### config.mk
export PLATFORM = sky130hd
export DESIGN_NAME = pipe_register_skid
export DESIGN_NICKNAME = d
export VERILOG_FILES = /design/src/rtl/pipe_register_skid.sv
export SDC_FILE = /design/constraint.sdc
export NUM_CORES = 1
export LEC_CHECK = 0
export CAP_MARGIN = 15
export CORE_AREA = 8 8 111 123
export CTS_BUF_LIST = sky130_fd_sc_hd__clkbuf_8
export DETAILED_ROUTE_END_ITERATION = 6
export DIE_AREA = 0 0 119 131
export GPL_ROUTABILITY_DRIVEN = 0
export PLACE_DENSITY = 0.84
export SLEW_MARGIN = 20
export SYNTH_ARGS = -nofsm -noshare
export SYNTH_HDL_FRONTEND = slang
export SYNTH_SLANG_ARGS = --single-unit
### constraint.sdc
create_clock -name clock -period 4.2 [get_ports clock]
set_clock_uncertainty 0.15 [all_clocks]
set_input_delay 0.63 -clock clock [delete_from_list [all_inputs] [get_ports clock]]
set_output_delay 0.63 -clock clock [all_outputs]
set_load 0.005 [all_outputs]
### src/rtl/pipe_register_skid.sv
// WIDTH-bit pipeline stage register with valid/ready handshake and a one-entry skid buffer.
// Optional output transfer counter port xfer_count enabled by macro PIPE_REG_XFER_COUNT_EN.
module pipe_register_skid #(
    parameter int WIDTH      = 64,
    parameter bit CLEAR_DATA = 1'b1
) (
    input  logic             clock,
    input  logic             clear,
    input  logic             flush,
    input  logic [WIDTH-1:0] in_data,
    input  logic             in_valid,
    output logic             in_ready,
    output logic [WIDTH-1:0] out_data,
    output logic             out_valid,
    input  logic             out_ready,
    input  logic             output_enable
`ifdef PIPE_REG_XFER_COUNT_EN
    ,
    output logic [31:0]      xfer_count
`endif
);

    typedef enum logic [1:0] {
        ST_EMPTY = 2'd0,
        ST_FULL  = 2'd1,
        ST_SKID  = 2'd2
    } state_t;

    state_t           r_state;
    state_t           w_state_nxt;
    logic [WIDTH-1:0] r_main_data;
    logic [WIDTH-1:0] r_skid_data;
    logic             w_load_main;
    logic             w_main_from_skid;
    logic             w_load_skid;

    // Handshake outputs decode registered state only, so in_ready never sees out_ready.
    assign out_valid = (r_state != ST_EMPTY);
    assign in_ready  = (r_state != ST_SKID);
    assign out_data  = output_enable ? r_main_data : '0;

    // State register; clear dominates everything else.
    always_ff @(posedge clock) begin
        if (clear) begin
            r_state <= ST_EMPTY;
        end else begin
            r_state <= w_state_nxt;
        end
    end

    // Next state and data-register load strobes; flush drops both entries and any input.
    always_comb begin
        w_state_nxt      = r_state;
        w_load_main      = 1'b0;
        w_main_from_skid = 1'b0;
        w_load_skid      = 1'b0;
        if (flush) begin
            w_state_nxt = ST_EMPTY;
        end else begin
            unique case (r_state)
                ST_EMPTY: begin
                    if (in_valid) begin
                        w_load_main = 1'b1;
                        w_state_nxt = ST_FULL;
                    end
                end
                ST_FULL: begin
                    if (in_valid && out_ready) begin
                        w_load_main = 1'b1;
                    end else if (out_ready) begin
                        w_state_nxt = ST_EMPTY;
                    end else if (in_valid) begin
                        w_load_skid = 1'b1;
                        w_state_nxt = ST_SKID;
                    end
                end
                ST_SKID: begin
                    if (out_ready) begin
                        w_main_from_skid = 1'b1;
                        w_state_nxt      = ST_FULL;
                    end
                end
                default: begin
                    w_state_nxt = ST_EMPTY;
                end
            endcase
        end
    end

    // Main entry: refilled from skid first so the older item always leaves first.
    always_ff @(posedge clock) begin
        if (clear) begin
            if (CLEAR_DATA) begin
                r_main_data <= '0;
            end
        end else if (w_main_from_skid) begin
            r_main_data <= r_skid_data;
        end else if (w_load_main) begin
            r_main_data <= in_data;
        end
    end

    // Skid entry captures the input that arrived while the main entry was stalled.
    always_ff @(posedge clock) begin
        if (clear) begin
            if (CLEAR_DATA) begin
                r_skid_data <= '0;
            end
        end else if (w_load_skid) begin
            r_skid_data <= in_data;
        end
    end

`ifdef PIPE_REG_XFER_COUNT_EN
    logic        w_out_xfer;
    logic [31:0] r_xfer_count;

    assign w_out_xfer = out_valid & out_ready;
    assign xfer_count = r_xfer_count;

    // Output transfer counter; survives flush and counts a transfer in the flush cycle.
    always_ff @(posedge clock) begin
        if (clear) begin
            r_xfer_count <= '0;
        end else if (w_out_xfer) begin
            r_xfer_count <= r_xfer_count + 32'd1;
        end
    end
`endif

endmodule
---- After elaboration in Yosys (flattened, before gate mapping) ----
Index checks and enable logic that the tools add are counted.
word-level totals
  register bits ........................... 130
  input port bits ......................... 70
  output and inout bits ................... 66
cells by class
  equality and inequality tests ........... 7
  muxes and demuxes ....................... 20
  reductions and logical operators ........ 6
operator list
  operator                                                                count
  64-bit 2-to-1 mux                                                       3
  1-bit 2-to-1 mux                                                        10
  2-bit 2-to-1 mux                                                        5
  2-bit inequality test (second input constant)                           4
  2-bit one-hot mux with 3 select lines                                   1
  4-bit AND reduction                                                     1
  2-bit nonzero test                                                      2
  3-bit inequality test (second input constant)                           1
  2-bit by 1-bit equality test with 1-bit output (second input constant)  1
  2-bit equality test (second input constant)                             1
  2-bit logical NOT                                                       1
  1-bit one-hot mux with 2 select lines                                   1
  2-bit OR reduction                                                      1
  1-bit logical AND                                                       1

---- Longest topological paths before layout ----
  depth after elaboration ................. 6
  gate-level depth with buffers ........... 6

---- Least setup slack after synthesis ----
Ideal clock, no wire load.
  path kind ............................... input to output
  from .................................... input port output_enable
  to ...................................... output port out_data[10]
  data arrival time ....................... 1.213 ns
  setup slack ............................. 2.207 ns
  stages on the path ...................... 3
  cell sequence ........................... clkbuf_1 clkbuf_1 and2_1
on the way
  cells in the longest elaborated chain, start to end .. 1
RTL lines
  item                RTL line  text
  start: declaration  16        input logic output_enable
  64-bit 2-to-1 mux   40        assign out_data = output_enable ? r_main_data : '0;
  end: declaration    13        output logic [WIDTH-1:0] out_data,
No other way between the ends.

---- Worst setup path in the final report ----
  from .................................... input port output_enable
  to ...................................... output port out_data[33]
Same word-level chain as after synthesis.

==> impl_metrics.tcl <==
set metrics [dict create \
    globalRouteOverflowTotal 0 \
    drtPass1Iterations 5 \
    timing_worst_setup_path_type "in -> out" \
    routedWlPerCell_um 19.8 \
    drt_iter0_drc 453 \
    fin_crit_sh 0.682 \
    post_cts_resized 0 \
    edff_count_synth 0 \
    netlist.area_leader.share 0.406 \
    vdd_ir_drop_max_mv 0.213 \
    grt-busiest-layer "met2" \
    worstHoldPathType "reg -> reg" \
    met1_usage 0.264 \
    area_growth_pct 23.6 \
    share_seq_of_total_power 0.484 \
    netlist_top_cells_area "sky130_fd_sc_hd__dfxtp_1 41%, sky130_fd_sc_hd__a311oi_1 17%, sky130_fd_sc_hd__mux2i_1 10%" \
    cell_internal_pwr_mw 2.02 \
    postSynth.asyncResetShare 0 \
    ant_nets 0 \
    finalHoldViolations 0 \
    synthDominantAreaCellType "sky130_fd_sc_hd__dfxtp_1" \
    yosysSeqAreaShare 0.406 \
    p_switching_uw 680 \
    insertedDiodeCount 0 \
    worstPathArrival_ns 2.09 \
    final.min_clock_period_ns 2.87 \
    avgSynthCellArea_sq_um 9.19 \
    antenna_found_initial 0 \
    use_met2 0.396 \
    pin_count_of_the_biggest_net_entering_global_routing 129 \
    core_area_sq_mm 0.0117 \
    setup_violations 0 \
    cts_root_buffer "sky130_fd_sc_hd__clkbuf_8" \
    hpwl_um 11300 \
    max_slew.worst_pin.slew_ns 0.960 \
    die-height_um 131 \
    cts_tree "done" \
    power.share.switching 0.251 \
    clk_path_buf_depth 2 \
    maxSlewViolCount 0 \
    dieArea_sq_mm 0.0156 \
    first_global_vias 5864 \
    power.density_cell_area_mw_per_mm2 341 \
    setup-tns-final_ns 0 \
    p_clk_frac 0.374 \
    cts-hold-fix-buffers 0 \
    clk_transition_reported_paths_ns 0.07 \
    grt.total_usage 0.229 \
    post_synth_instance_area_sq_mm 0.00642 \
    syn-instance-count 698 \
    floorplan.io_pins 136 \
    synth_top_flop_cell "sky130_fd_sc_hd__dfxtp_1" \
    routed_wl_um 18400 \
    post-route-worst-setup-slack_ns 1.33 \
    floorplan.initialDensity 0.548 \
    drive_gt1_frac 0.0658 \
    grt_pass1_wl_um 29500 \
    place_worst_setup_slack_ns 1.08 \
    final_util 0.677 \
    drcViolationCount 0 \
    worst-endpoint-required_ns 3.42 \
    finish.net_count 834 \
    worstSkewPairLatency_ns 0.43 \
    power_mw 2.70 \
    achievable-frequency_ghz 0.349 \
    numCtsBuffers 17 \
    cts_setup_buffers 0 \
    routed-via-count 6060 \
    h-tree-depth 4 \
    yosys.cell_types.count 29 \
    worst-path-max-fanout 64 \
    slew_hr 0.360 \
    grt_setup_unrepaired "false" \
    vias_per_cell 6.52 \
    yosysWarnings 0 \
    row_count 42 \
    flip_flop_and_latch_count_after_synthesis 130 \
    grt_use_met3 0.0533 \
    critical_path.startpoint_type "input port" \
    run_status "finished, final reports clean" \
    dieWidth_um 119 \
    cap_viol_max_count 0 \
    worst_setup_path_end_kind "primary output" \
    port_buffers 135 \
    p_leak_nw 2.45 \
    syn_nets 768 \
    combPwrFrac 0.142 \
    numClockSinks 130 \
]
==> final timing paths <==
kind | startpoint | end | cells after the start | slack, ns
min reg2reg | r_skid_data[22] | r_skid_data[22] | 2 | 0.33
min | r_skid_data[22] | r_skid_data[22] | 2 | 0.33
max | output_enable | out_data[33] | 3 | 1.33
max reg2reg | r_state[1] | r_main_data[18] | 4 | 1.89
==> worst max-delay path, stage by stage <==
cell,delay (ns)
sky130_fd_sc_hd__buf_2,0.63
sky130_fd_sc_hd__and2_1,0.28
sky130_fd_sc_hd__clkdlybuf4s50_1,0.52
==> Yosys cell counts (6+ instances only) <==
cell type	n
sky130_fd_sc_hd__o21ai_0	52
sky130_fd_sc_hd__a311oi_1	128
sky130_fd_sc_hd__a21oi_1	65
sky130_fd_sc_hd__mux2i_1	65
sky130_fd_sc_hd__and2_1	64
sky130_fd_sc_hd__clkbuf_1	57
sky130_fd_sc_hd__o21ai_1	12
sky130_fd_sc_hd__buf_12	6
sky130_fd_sc_hd__buf_2	28
sky130_fd_sc_hd__nand3_1	64
sky130_fd_sc_hd__dfxtp_1	130
==> through the flow <==
step	hold slack, ns	cell area (sq um)	instances
after floorplan	0.304	6420	698
after global placement	0.310	7550	899
after detailed placement	0.318	7550	899
after CTS	0.326	7920	929
after global routing	0.348	7930	929
final	0.327	7930	929
==> registers in the layout, indices dropped and copies added (netlist names) <==
signal	cells
r_main_data	64
r_state	2
r_skid_data	64
==> per-layer routing <==
layer	up-vias	share of wire
li1	2810	-
met1	2920	0.40
met2	283	0.51
met3	47	0.060
met4	0	0.034
met5	-	0
==> cell usage in the layout, fill, tap and decap left out, types with 3 or more instances in the layout <==
cell,Yosys,routed
sky130_fd_sc_hd__mux2i_1,65,65
sky130_fd_sc_hd__buf_2,28,3
sky130_fd_sc_hd__a21oi_1,65,65
sky130_fd_sc_hd__clkdlybuf4s50_1,0,131
sky130_fd_sc_hd__nand3_1,64,64
sky130_fd_sc_hd__dfxtp_1,130,130
sky130_fd_sc_hd__and2_1,64,64
sky130_fd_sc_hd__inv_1,1,4
sky130_fd_sc_hd__buf_4,2,10
sky130_fd_sc_hd__clkinv_2,0,4
sky130_fd_sc_hd__a311oi_1,128,128
sky130_fd_sc_hd__clkbuf_8,0,20
sky130_fd_sc_hd__o21ai_0,52,52
sky130_fd_sc_hd__o21ai_1,12,12
==> power by group through the flow <==
stage / Sequential, mW / Combinational, mW / Clock [mW]
after global routing: 1.31 / 0.416 / 1.07
after detailed placement: 1.34 / 0.380 / 0
after floorplan: 1.33 / 0.208 / 0
final: 1.31 / 0.385 / 1.01
after CTS: 1.31 / 0.382 / 1.02
after global placement: 1.33 / 0.368 / 0
==> logic make-up (layout without fill, tap and decap cells) <==
group           count (synthesis)  in the layout  share of synthesized area
flops                         130            130                      0.406
mux                            65             65                      0.101
buf+inv                       101            178                     0.0862
compound gates                260            260                      0.279
simple gates                  142            142                      0.128
==> final cells by class <==
| cell class | count | area, sq um |
|---|---|---|
| clock buffer | 20 | 275 |
| clock inverter | 10 | 95.1 |
| fill | 931 | 3790 |
| inverter | 1 | 8.76 |
| multi-input combinational | 467 | 3300 |
| sequential | 130 | 2600 |
| tap | 154 | 193 |
| timing repair buffer | 147 | 1450 |
No activity file was read; power rests on OpenSTA's default activity.
